===== src/rtl/adc_serial_rx.sv =====
// adc_serial_rx: LT5534 12-bit serial ADC capture with detector settle and output register.
// Define ADC_AVG_EN to average 2**AVG_LOG2 frames per delivered sample.
module adc_serial_rx #(
    parameter int CLK_DIV       = 4,
    parameter int FRAME_BITS    = 16,
    parameter int DATA_BITS     = 12,
    parameter int QUIET_CYCLES  = 8,
    parameter int SETTLE_CYCLES = 1000,
    parameter int AVG_LOG2      = 2
) (
    input  logic                 clk,
    input  logic                 reset,
    input  logic                 run,
    input  logic                 clear_flags,
    input  logic                 adc_so,
    output logic                 adc_cs,
    output logic                 adc_sclk,
    output logic                 det_en,
    output logic [DATA_BITS-1:0] sample_data,
    output logic                 sample_valid,
    input  logic                 sample_ready,
    output logic                 overrun,
    output logic                 lead_err
);

    localparam logic [1:0] ST_IDLE   = 2'd0;
    localparam logic [1:0] ST_SETTLE = 2'd1;
    localparam logic [1:0] ST_CONV   = 2'd2;
    localparam logic [1:0] ST_QUIET  = 2'd3;

    localparam int MAXC = (SETTLE_CYCLES > QUIET_CYCLES) ? SETTLE_CYCLES : QUIET_CYCLES;
    localparam int CW   = $clog2(MAXC + 1);
    localparam int BW   = $clog2(FRAME_BITS + 1);

    if (CLK_DIV < 3 || CLK_DIV > 255 || QUIET_CYCLES < 1 || SETTLE_CYCLES < 1 ||
        DATA_BITS >= FRAME_BITS || AVG_LOG2 < 1 || AVG_LOG2 > 16) begin : g_bad_param
        $error("adc_serial_rx: illegal parameter set");
    end

    logic [1:0]            state;
    logic [CW-1:0]         cnt;
    logic [7:0]            div_cnt;
    logic [BW-1:0]         bit_cnt;
    logic [FRAME_BITS-1:0] shreg;
    logic                  so_m;
    logic                  so_s;
    logic                  frame_done;
    logic                  frame_lead;
    logic [DATA_BITS-1:0]  frame_word;
    logic                  offer;
    logic [DATA_BITS-1:0]  offer_data;
    logic                  load;

    always_ff @(posedge clk or posedge reset) begin
        if (reset) begin
            so_m <= 1'b0;
            so_s <= 1'b0;
        end else begin
            so_m <= adc_so;
            so_s <= so_m;
        end
    end

    // cs/sclk are registered so reset forces them high without waiting for a clock
    always_ff @(posedge clk or posedge reset) begin
        if (reset) begin
            state      <= ST_IDLE;
            adc_cs     <= 1'b1;
            adc_sclk   <= 1'b1;
            det_en     <= 1'b0;
            cnt        <= '0;
            div_cnt    <= '0;
            bit_cnt    <= '0;
            shreg      <= '0;
            frame_done <= 1'b0;
            frame_lead <= 1'b0;
            frame_word <= '0;
        end else begin
            frame_done <= 1'b0;
            frame_lead <= 1'b0;
            case (state)
                ST_IDLE: begin
                    adc_cs   <= 1'b1;
                    adc_sclk <= 1'b1;
                    if (run && !det_en) begin
                        det_en <= 1'b1;
                        cnt    <= '0;
                        state  <= ST_SETTLE;
                    end else if (run) begin
                        state    <= ST_CONV;
                        adc_cs   <= 1'b0;
                        div_cnt  <= '0;
                        bit_cnt  <= '0;
                    end
                end
                ST_SETTLE: begin
                    if (!run) begin
                        det_en <= 1'b0;
                        state  <= ST_IDLE;
                    end else if (cnt == CW'(SETTLE_CYCLES - 1)) begin
                        state    <= ST_CONV;
                        adc_cs   <= 1'b0;
                        adc_sclk <= 1'b1;
                        div_cnt  <= '0;
                        bit_cnt  <= '0;
                    end else begin
                        cnt <= cnt + 1'b1;
                    end
                end
                ST_CONV: begin
                    if (div_cnt == 8'(CLK_DIV - 1)) begin
                        div_cnt <= '0;
                        if (adc_sclk && bit_cnt == BW'(FRAME_BITS)) begin
                            state      <= ST_QUIET;
                            adc_cs     <= 1'b1;
                            cnt        <= '0;
                            frame_done <= 1'b1;
                            frame_word <= shreg[DATA_BITS-1:0];
                            frame_lead <= |shreg[FRAME_BITS-1:DATA_BITS];
                        end else if (adc_sclk) begin
                            adc_sclk <= 1'b0;
                        end else begin
                            adc_sclk <= 1'b1;
                            bit_cnt  <= bit_cnt + 1'b1;
                            shreg    <= {shreg[FRAME_BITS-2:0], so_s};
                        end
                    end else begin
                        div_cnt <= div_cnt + 1'b1;
                    end
                end
                default: begin
                    if (cnt == CW'(QUIET_CYCLES - 1)) begin
                        if (run) begin
                            state    <= ST_CONV;
                            adc_cs   <= 1'b0;
                            adc_sclk <= 1'b1;
                            div_cnt  <= '0;
                            bit_cnt  <= '0;
                        end else begin
                            det_en <= 1'b0;
                            state  <= ST_IDLE;
                        end
                    end else begin
                        cnt <= cnt + 1'b1;
                    end
                end
            endcase
        end
    end

`ifdef ADC_AVG_EN
    localparam int AW = DATA_BITS + AVG_LOG2;

    logic [AW-1:0]       acc;
    logic [AW-1:0]       acc_sum;
    logic [AVG_LOG2-1:0] avg_cnt;

    assign acc_sum    = acc + AW'(frame_word);
    assign offer      = frame_done && (&avg_cnt);
    assign offer_data = acc_sum[AW-1:AVG_LOG2];

    // partial averages are dropped whenever the converter goes idle
    always_ff @(posedge clk or posedge reset) begin
        if (reset) begin
            acc     <= '0;
            avg_cnt <= '0;
        end else if (state == ST_IDLE) begin
            acc     <= '0;
            avg_cnt <= '0;
        end else if (frame_done) begin
            if (&avg_cnt) begin
                acc     <= '0;
                avg_cnt <= '0;
            end else begin
                acc     <= acc_sum;
                avg_cnt <= avg_cnt + 1'b1;
            end
        end
    end
`else
    assign offer      = frame_done;
    assign offer_data = frame_word;
`endif

    assign load = offer && (!sample_valid || sample_ready);

    always_ff @(posedge clk or posedge reset) begin
        if (reset) begin
            sample_data  <= '0;
            sample_valid <= 1'b0;
            overrun      <= 1'b0;
            lead_err     <= 1'b0;
        end else begin
            if (load) begin
                sample_data  <= offer_data;
                sample_valid <= 1'b1;
            end else if (sample_valid && sample_ready) begin
                sample_valid <= 1'b0;
            end
            if (offer && !load) begin
                overrun <= 1'b1;
            end else if (clear_flags) begin
                overrun <= 1'b0;
            end
            if (frame_lead) begin
                lead_err <= 1'b1;
            end else if (clear_flags) begin
                lead_err <= 1'b0;
            end
        end
    end

endmodule


===== config.mk =====
export PLATFORM = sky130hd
export DESIGN_NAME = adc_serial_rx
export DESIGN_NICKNAME = d
export VERILOG_FILES = /design/src/rtl/adc_serial_rx.sv
export SDC_FILE = /design/constraint.sdc
export NUM_CORES = 1
export LEC_CHECK = 0
export ABC_AREA = 1
export ABC_CLOCK_PERIOD_IN_PS = 2500
export CAP_MARGIN = 15
export CORE_ASPECT_RATIO = 0.7
export CORE_UTILIZATION = 53
export DETAILED_ROUTE_END_ITERATION = 6
export PLACE_DENSITY = 0.76
export SLEW_MARGIN = 5
export SYNTH_ARGS = -nofsm -noshare
export SYNTH_HDL_FRONTEND = slang
export SYNTH_SLANG_ARGS = --single-unit

===== constraint.sdc =====
create_clock -name clk -period 2.5 [get_ports clk]
set_input_delay 0.5 -clock clk [delete_from_list [all_inputs] [get_ports clk]]
set_output_delay 0.5 -clock clk [all_outputs]
set_load 0.005 [all_outputs]

==> flow_summary.json, run 1 <==
{
  "status": "completed",
  "synth_warnings": 0,
  "dr.pass1.iters": 4,
  "grt-ovfl-total": 0,
  "critical_path.endpoint_type": "flip-flop",
  "grt_pass1_vias": 2604,
  "ant_nets": 0,
  "htreeDepth": 3,
  "clk_path_buf_depth": 2,
  "cp.arrival_ps": 2320,
  "max_stage_delay_ps": 420,
  "worstSetupPathType": "reg2reg",
  "final_layout_size_suffix_gt1_share_pct": 14.9,
  "grt_usage_pct": 21.3,
  "cts_buffers": 9,
  "final.min_clock_period_ps": 2030,
  "syn_area_per_cell_sq_um": 8.84,
  "routed_via_density": 5.18,
  "die_y_um": 71.5,
  "post_drt_wl_per_cell_um": 12.8,
  "yosysUniqueCellTypes": 32,
  "finalNetCount": 448,
  "die_w_um": 101,
  "first_iter_violations": 152,
  "final.setup.tns_ps": 0,
  "syn_to_final_growth_pct": 13.6,
  "cp_max_fo": 11,
  "worstHoldPathType": "reg2reg",
  "placed_area_sq_um": 3940,
  "path_cells": "ha_1 -> nand2_1 -> nor2_1 -> nand3_1 -> nand2_1 -> nand3_1 -> buf_4 -> nand2_2 -> nand2_1 -> nand2_1",
  "vias": 2768,
  "syn_area_sq_um": 3650,
  "cp_data_required_time_ps": 2790,
  "cp_slowest_cell": "dfrtp_1",
  "grt_max_degree": 76,
  "clkTransAtPathRegs_ps": 80,
  "grt_pass1_wl_um": 11800,
  "clockRootBuffer": "clkbuf_8",
  "start_util_pct": 56.8,
  "ctsHoldBuffers": 0,
  "ctsResizeCount": 0,
  "ys_ff_latch": 75,
  "maxCapViolations": 0,
  "drc": 0,
  "clock_latency_ps": 350,
  "finalSetupViolCount": 0,
  "place.gp.congestion": 0.884,
  "crit_top_cell": "nand2_1",
  "start_kind": "flip-flop",
  "relSlewSlack_pct": 58.4,
  "fp-row-count": 24,
  "slew_violations": 0,
  "core_sq_um": 6430,
  "vdd_drop_max_v": 0.000691,
  "post_cts_buffers": 0,
  "power.leakage_uw": 0.00200,
  "antenna_found_initial": 0,
  "num_antenna_cells": 0,
  "cts_tree": "built",
  "yosysSeqAreaShare_pct": 51.5,
  "syn_inst": 413,
  "place_hpwl_um": 4660,
  "fin_crit_sh_pct": 81.1,
  "portBuffers": 23,
  "io-pin-count": 24,
  "die_area_sq_um": 7230,
  "layout_commonest_cell": "nand2_1",
  "power_uw": 3640,
  "postLayoutCellArea_sq_um": 4150,
  "dpl_worst_slack_ps": 275,
  "synth_top_area_share_pct": 50.0,
  "cellPowerDensity_nw_per_um2": 877,
  "fin_ws_ps": 472,
  "final_cell_mix": "118 x nand2_1, 73 x dfrtp_1, 41 x nor2_1, 39 x inv_1, 28 x nand3_1",
  "fmax_ghz": 0.493,
  "rsz0062_at_grt": "no",
  "synth_nets": 423,
  "synth_largest_area_cell": "dfrtp_1",
  "tightest_slew_ps": 625,
  "cts_sinks": 75,
  "hold_viol": 0,
  "synth.area.top_cells": "dfrtp_1 50%, nand2_1 12%, mux2_2 4.9%, nor2_1 4.2%, inv_1 4.1%",
  "finalWirelength_um": 6820,
  "skew_ps": 9.24
}
[cells by family after synthesis]
| family | Yosys count | share of synthesized area (%) |
|---|---|---|
| muxes | 16 | 4.93 |
| buffers and inverters | 55 | 6.85 |
| xor gates and xnor gates | 8 | 1.92 |
| DFF | 75 | 51.5 |
| AOI/OAI and AO/OA | 46 | 8.70 |
| and+or+nand+nor | 209 | 24.8 |
| adders and majority gates | 4 | 1.37 |
[synth_stat cells]
master / number
nand3_1: 28
o22ai_1: 1
ha_1: 4
dfstp_2: 2
o21bai_4: 1
o21bai_1: 1
buf_2: 5
clkbuf_1: 2
nor3_1: 2
nand2_1: 118
a21oi_4: 2
o21ai_2: 12
a21oi_1: 4
nor2_2: 3
nor3_2: 1
xor2_1: 6
o21ai_0: 23
nor4_1: 1
a31oi_1: 2
xnor2_1: 2
nand4_1: 7
dfrtp_1: 73
nor2_1: 41
nand3b_1: 2
inv_2: 3
nand2_2: 2
mux2_2: 16
nor2_8: 1
nand3_2: 2
nor2_4: 1
buf_6: 5
inv_1: 40
[registers in the layout (all words and copies together) (netlist names)]
| signal | flops |
|---|---|
| adc_cs | 1 |
| adc_sclk | 1 |
| bit_cnt | 5 |
| cnt | 10 |
| det_en | 1 |
| div_cnt | 8 |
| frame_done | 1 |
| frame_lead | 1 |
| frame_word | 12 |
| lead_err | 1 |
| overrun | 1 |
| sample_data | 12 |
| sample_valid | 1 |
| shreg | 16 |
| so_m | 1 |
| so_s | 1 |
| state | 2 |
[through the flow]
step / util (%) / hold WS [ps] / cells
after floorplan: - / 331 / 413
after global placement: 61.4 / 336 / 518
after global routing: 64.6 / 365 / 534
after CTS: 64.6 / 361 / 534
final: 64.6 / 354 / 534
after detailed placement: 61.4 / 342 / 518
[layer usage]
metal / wire length [um] / GRT usage (%) / vias up
met5: 0 / 0 / -
met4: 110 / 9.50 / 0
met3: 294 / 6.15 / 10
met2: 3000 / 30.8 / 62
met1: 3410 / 30.0 / 1330
li1: - / - / 1366
[power breakdown]
| group | switching (uW) | total [uW] | internal, uW |
|---|---|---|---|
| logic | 730 | 1120 | 387 |
| registers | 193 | 1550 | 1350 |
| clock network | 475 | 974 | 499 |
| total | 1400 | 3640 | 2240 |
[cell type report]
cell class,instances,area (sq um)
clock buffer,10,138
timing repair buffer,26,265
tap,91,114
clock inverter,6,70.1
multi-input combinational,283,1520
sequential,75,1880
fill,565,2280
inverter,43,161
[worst paths after layout]
| check | from | endpoint | slack (ps) | cells after the start |
|---|---|---|---|---|
| max | cnt[0] | cnt[9] | 470 | 10 |
| max reg2reg | cnt[0] | cnt[9] | 470 | 10 |
| min | so_m | so_s | 350 | 0 |
| max in group asynchronous | reset | adc_sclk | 1600 | 3 |
| min in group asynchronous | reset | div_cnt[5] | 530 | 3 |
| min reg2reg | so_m | so_s | 350 | 0 |
[worst max-delay path, delay by kind of cell (launching register included)]
kind                     cells  cell delay (ps)
AND/OR/NAND/NOR              8             1130
flip-flops                   1              420
adder cells (fa/ha/maj)      1              210
buffers and inverters        1              210
No activity file was read; power rests on OpenSTA's default activity.
==> inputs of run 2 (changes only) <==
--- a/config.mk
+++ b/config.mk
@@ -6,12 +6,12 @@
 export NUM_CORES = 1
 export LEC_CHECK = 0
 export ABC_AREA = 1
-export ABC_CLOCK_PERIOD_IN_PS = 2500
+export ABC_CLOCK_PERIOD_IN_PS = 2100
 export CAP_MARGIN = 15
 export CORE_ASPECT_RATIO = 0.7
-export CORE_UTILIZATION = 53
+export CORE_UTILIZATION = 59
 export DETAILED_ROUTE_END_ITERATION = 6
-export PLACE_DENSITY = 0.76
+export PLACE_DENSITY = 0.8
 export SLEW_MARGIN = 5
 export SYNTH_ARGS = -nofsm -noshare
 export SYNTH_HDL_FRONTEND = slang
==> constraint.sdc (replaced) <==
create_clock -name clk -period 2.1 [get_ports clk]
set_input_delay 0.42 -clock clk [delete_from_list [all_inputs] [get_ports clk]]
set_output_delay 0.42 -clock clk [all_outputs]
set_load 0.005 [all_outputs]
==> run 2 against run 1 <==
Net effect: die area shrank 9.9%; critical path type unchanged; largest cell class unchanged; highest routed layer unchanged; via count grew 0.61%; register-to-register slack got worse by 280 ps.
==> flow_summary.json, run 2 (synthesis results as in run 1) <==
{
  "p_sw_uw": 1600,
  "fin_cells": 523,
  "grt_max_degree": 76,
  "ant_nets": 0,
  "post_drt_wl_per_cell_um": 13.0,
  "fp-row-count": 23,
  "rsz0062_at_grt": "no",
  "cp_data_required_time_ps": 2320,
  "status": "completed",
  "final_cell_mix": "118 x nand2_1, 73 x dfrtp_1, 40 x nor2_1, 39 x inv_1, 28 x nand3_1",
  "largest_reg_flops": 16,
  "grt_usage_pct": 23.6,
  "finalWirelength_um": 6780,
  "relSlewSlack_pct": 64.8,
  "fin_crit_sh_pct": 90.8,
  "final.setup.tns_ps": 0,
  "final_layout_size_suffix_gt1_share_pct": 16.1,
  "cts_sinks": 75,
  "fmax_ghz": 0.524,
  "syn_to_final_growth_pct": 13.4,
  "r2r-start": "cnt[0]",
  "start_util_pct": 62.5,
  "cts_buffers": 9,
  "hold_viol": 0,
  "final.min_clock_period_ps": 1910,
  "die_w_um": 96.0,
  "seqCellArea_sq_um": 1880,
  "start_kind": "flip-flop",
  "drc": 0,
  "power_uw": 4140,
  "die_area_sq_um": 6510,
  "cp_slowest_cell": "dfrtp_1",
  "htreeDepth": 3,
  "die_y_um": 67.8,
  "critical_path.endpoint_type": "flip-flop",
  "internal_power_uw": 2540,
  "sw_frac_of_total_pct": 38.6,
  "grt_pass1_vias": 2444,
  "finalNetCount": 454,
  "worstSetupPathType": "reg2reg",
  "portBuffers": 23,
  "place_hpwl_um": 4590,
  "routed_via_density": 5.33,
  "grt-ovfl-total": 0,
  "antenna_found_initial": 0,
  "fillers": 454,
  "pwr-share-seq_pct": 44.0,
  "cp_max_fo": 8,
  "hold_path.startpoint": "so_m",
  "share_comb_of_total_power_pct": 32.9,
  "io-pin-count": 24,
  "pwr-share-clk_pct": 23.0,
  "cts_tree": "built",
  "vdd_drop_max_v": 0.000517,
  "startpoint": "cnt[0]",
  "skew_ps": 12.7,
  "tightest_slew_ps": 528,
  "maxCapViolations": 0,
  "worstHoldPathType": "reg2reg",
  "crit_top_cell": "nand2_1",
  "max_stage_delay_ps": 400,
  "clock_latency_ps": 340,
  "top_register": "shreg",
  "first_iter_violations": 158,
  "biggestRegsByFlops": "shreg (16), frame_word (12), sample_data (12)",
  "num_antenna_cells": 0,
  "power.leakage_uw": 0.00200,
  "cp.arrival_ps": 2130,
  "slew_violations": 0,
  "dr.pass1.iters": 5,
  "core_sq_um": 5840,
  "grt_pass1_wl_um": 11500,
  "place_inst": 508,
  "multi_input_area_sq_um": 1530,
  "layout_commonest_cell": "nand2_1",
  "vias": 2785,
  "place.gp.congestion": 0.910,
  "clkTransAtPathRegs_ps": 70,
  "clk_path_buf_depth": 2,
  "finalSetupViolCount": 0,
  "clockRootBuffer": "clkbuf_8",
  "path_cells": "ha_1 -> nand2_1 -> nor2_2 -> nand3_1 -> buf_4 -> a21oi_4 -> nand2_2 -> nand2_1 -> o21ai_0",
  "cellPowerDensity_nw_per_um2": 1000
}
[run 2: path summary, 6_finish.rpt]
check	end	slack, ps	cells after the start
max	div_cnt[0]	190	9
max in group asynchronous	adc_sclk	1210	3
max reg2reg	div_cnt[0]	190	9
min	so_s	360	0
min reg2reg	so_s	360	0
min in group asynchronous	frame_word[2]	530	3
[run 2: what timing repair did]
item | CTS | global route
gates resized for setup | 0 | 1
hold buffers | 0 | 0
setup endpoints to repair | 0 | 10
setup buffers | 0 | 0
[run 2: metrics by stage]
stage	instance area [sq um]	worst slack [ps]	hold slack, ps	utilization (%)
2_1_floorplan	3660	535	331	-
3_3_place_gp	3970	185	336	68.0
3_5_place_dp	3970	85.2	340	68.0
4_1_cts	4140	174	358	70.9
5_1_grt	4140	23.7	365	70.9
6_report	4140	192	357	70.9
[run 2: cell type report]
| type | instances | share of cell area [%] |
|---|---|---|
| well taps | 75 | 2.27 |
| repair buffers | 32 | 7.49 |
| clock inverters | 5 | 0.725 |
| clock buffers | 10 | 3.32 |
| flip-flops and latches | 75 | 45.4 |
| inverters | 43 | 3.99 |
| multi-input cells | 283 | 36.8 |
[run 2: per-layer routing]
metal	global-route usage, %	wire length, um	vias to the layer above	part of all wire, %
li1	-	-	1387	-
met3	6.78	372	4	5.5
met1	34.2	3290	1316	49
met5	0	0	-	0
met4	6.72	43	0	0.63
met2	34.7	3070	78	45
[run 2: power groups by stage]
stage	Clock, uW	Sequential (uW)	Combinational, uW
finish	954	1820	1360
global route	1040	1850	1530
CTS	984	1820	1360
detailed placement	0	1850	1340
global placement	0	1840	1310
floorplan	0	1770	1110
[run 2: worst max-delay path, delay by kind of cell (launching register included)]
kind / cells / cell delay [ps]
fa+ha+maj: 1 / 220
buf+inv: 1 / 180
flops: 1 / 400
simple gates: 5 / 690
compound gates: 2 / 300
==> inputs of run 3 (changes only) <==
--- a/config.mk
+++ b/config.mk
@@ -11,6 +11,7 @@
 export CORE_ASPECT_RATIO = 0.7
 export CORE_UTILIZATION = 59
 export DETAILED_ROUTE_END_ITERATION = 6
+export GPL_ROUTABILITY_DRIVEN = 0
 export PLACE_DENSITY = 0.8
 export SLEW_MARGIN = 5
 export SYNTH_ARGS = -nofsm -noshare
==> results of run 3 <==
The final DEF is identical to that of run 2; final timing and power are the same.
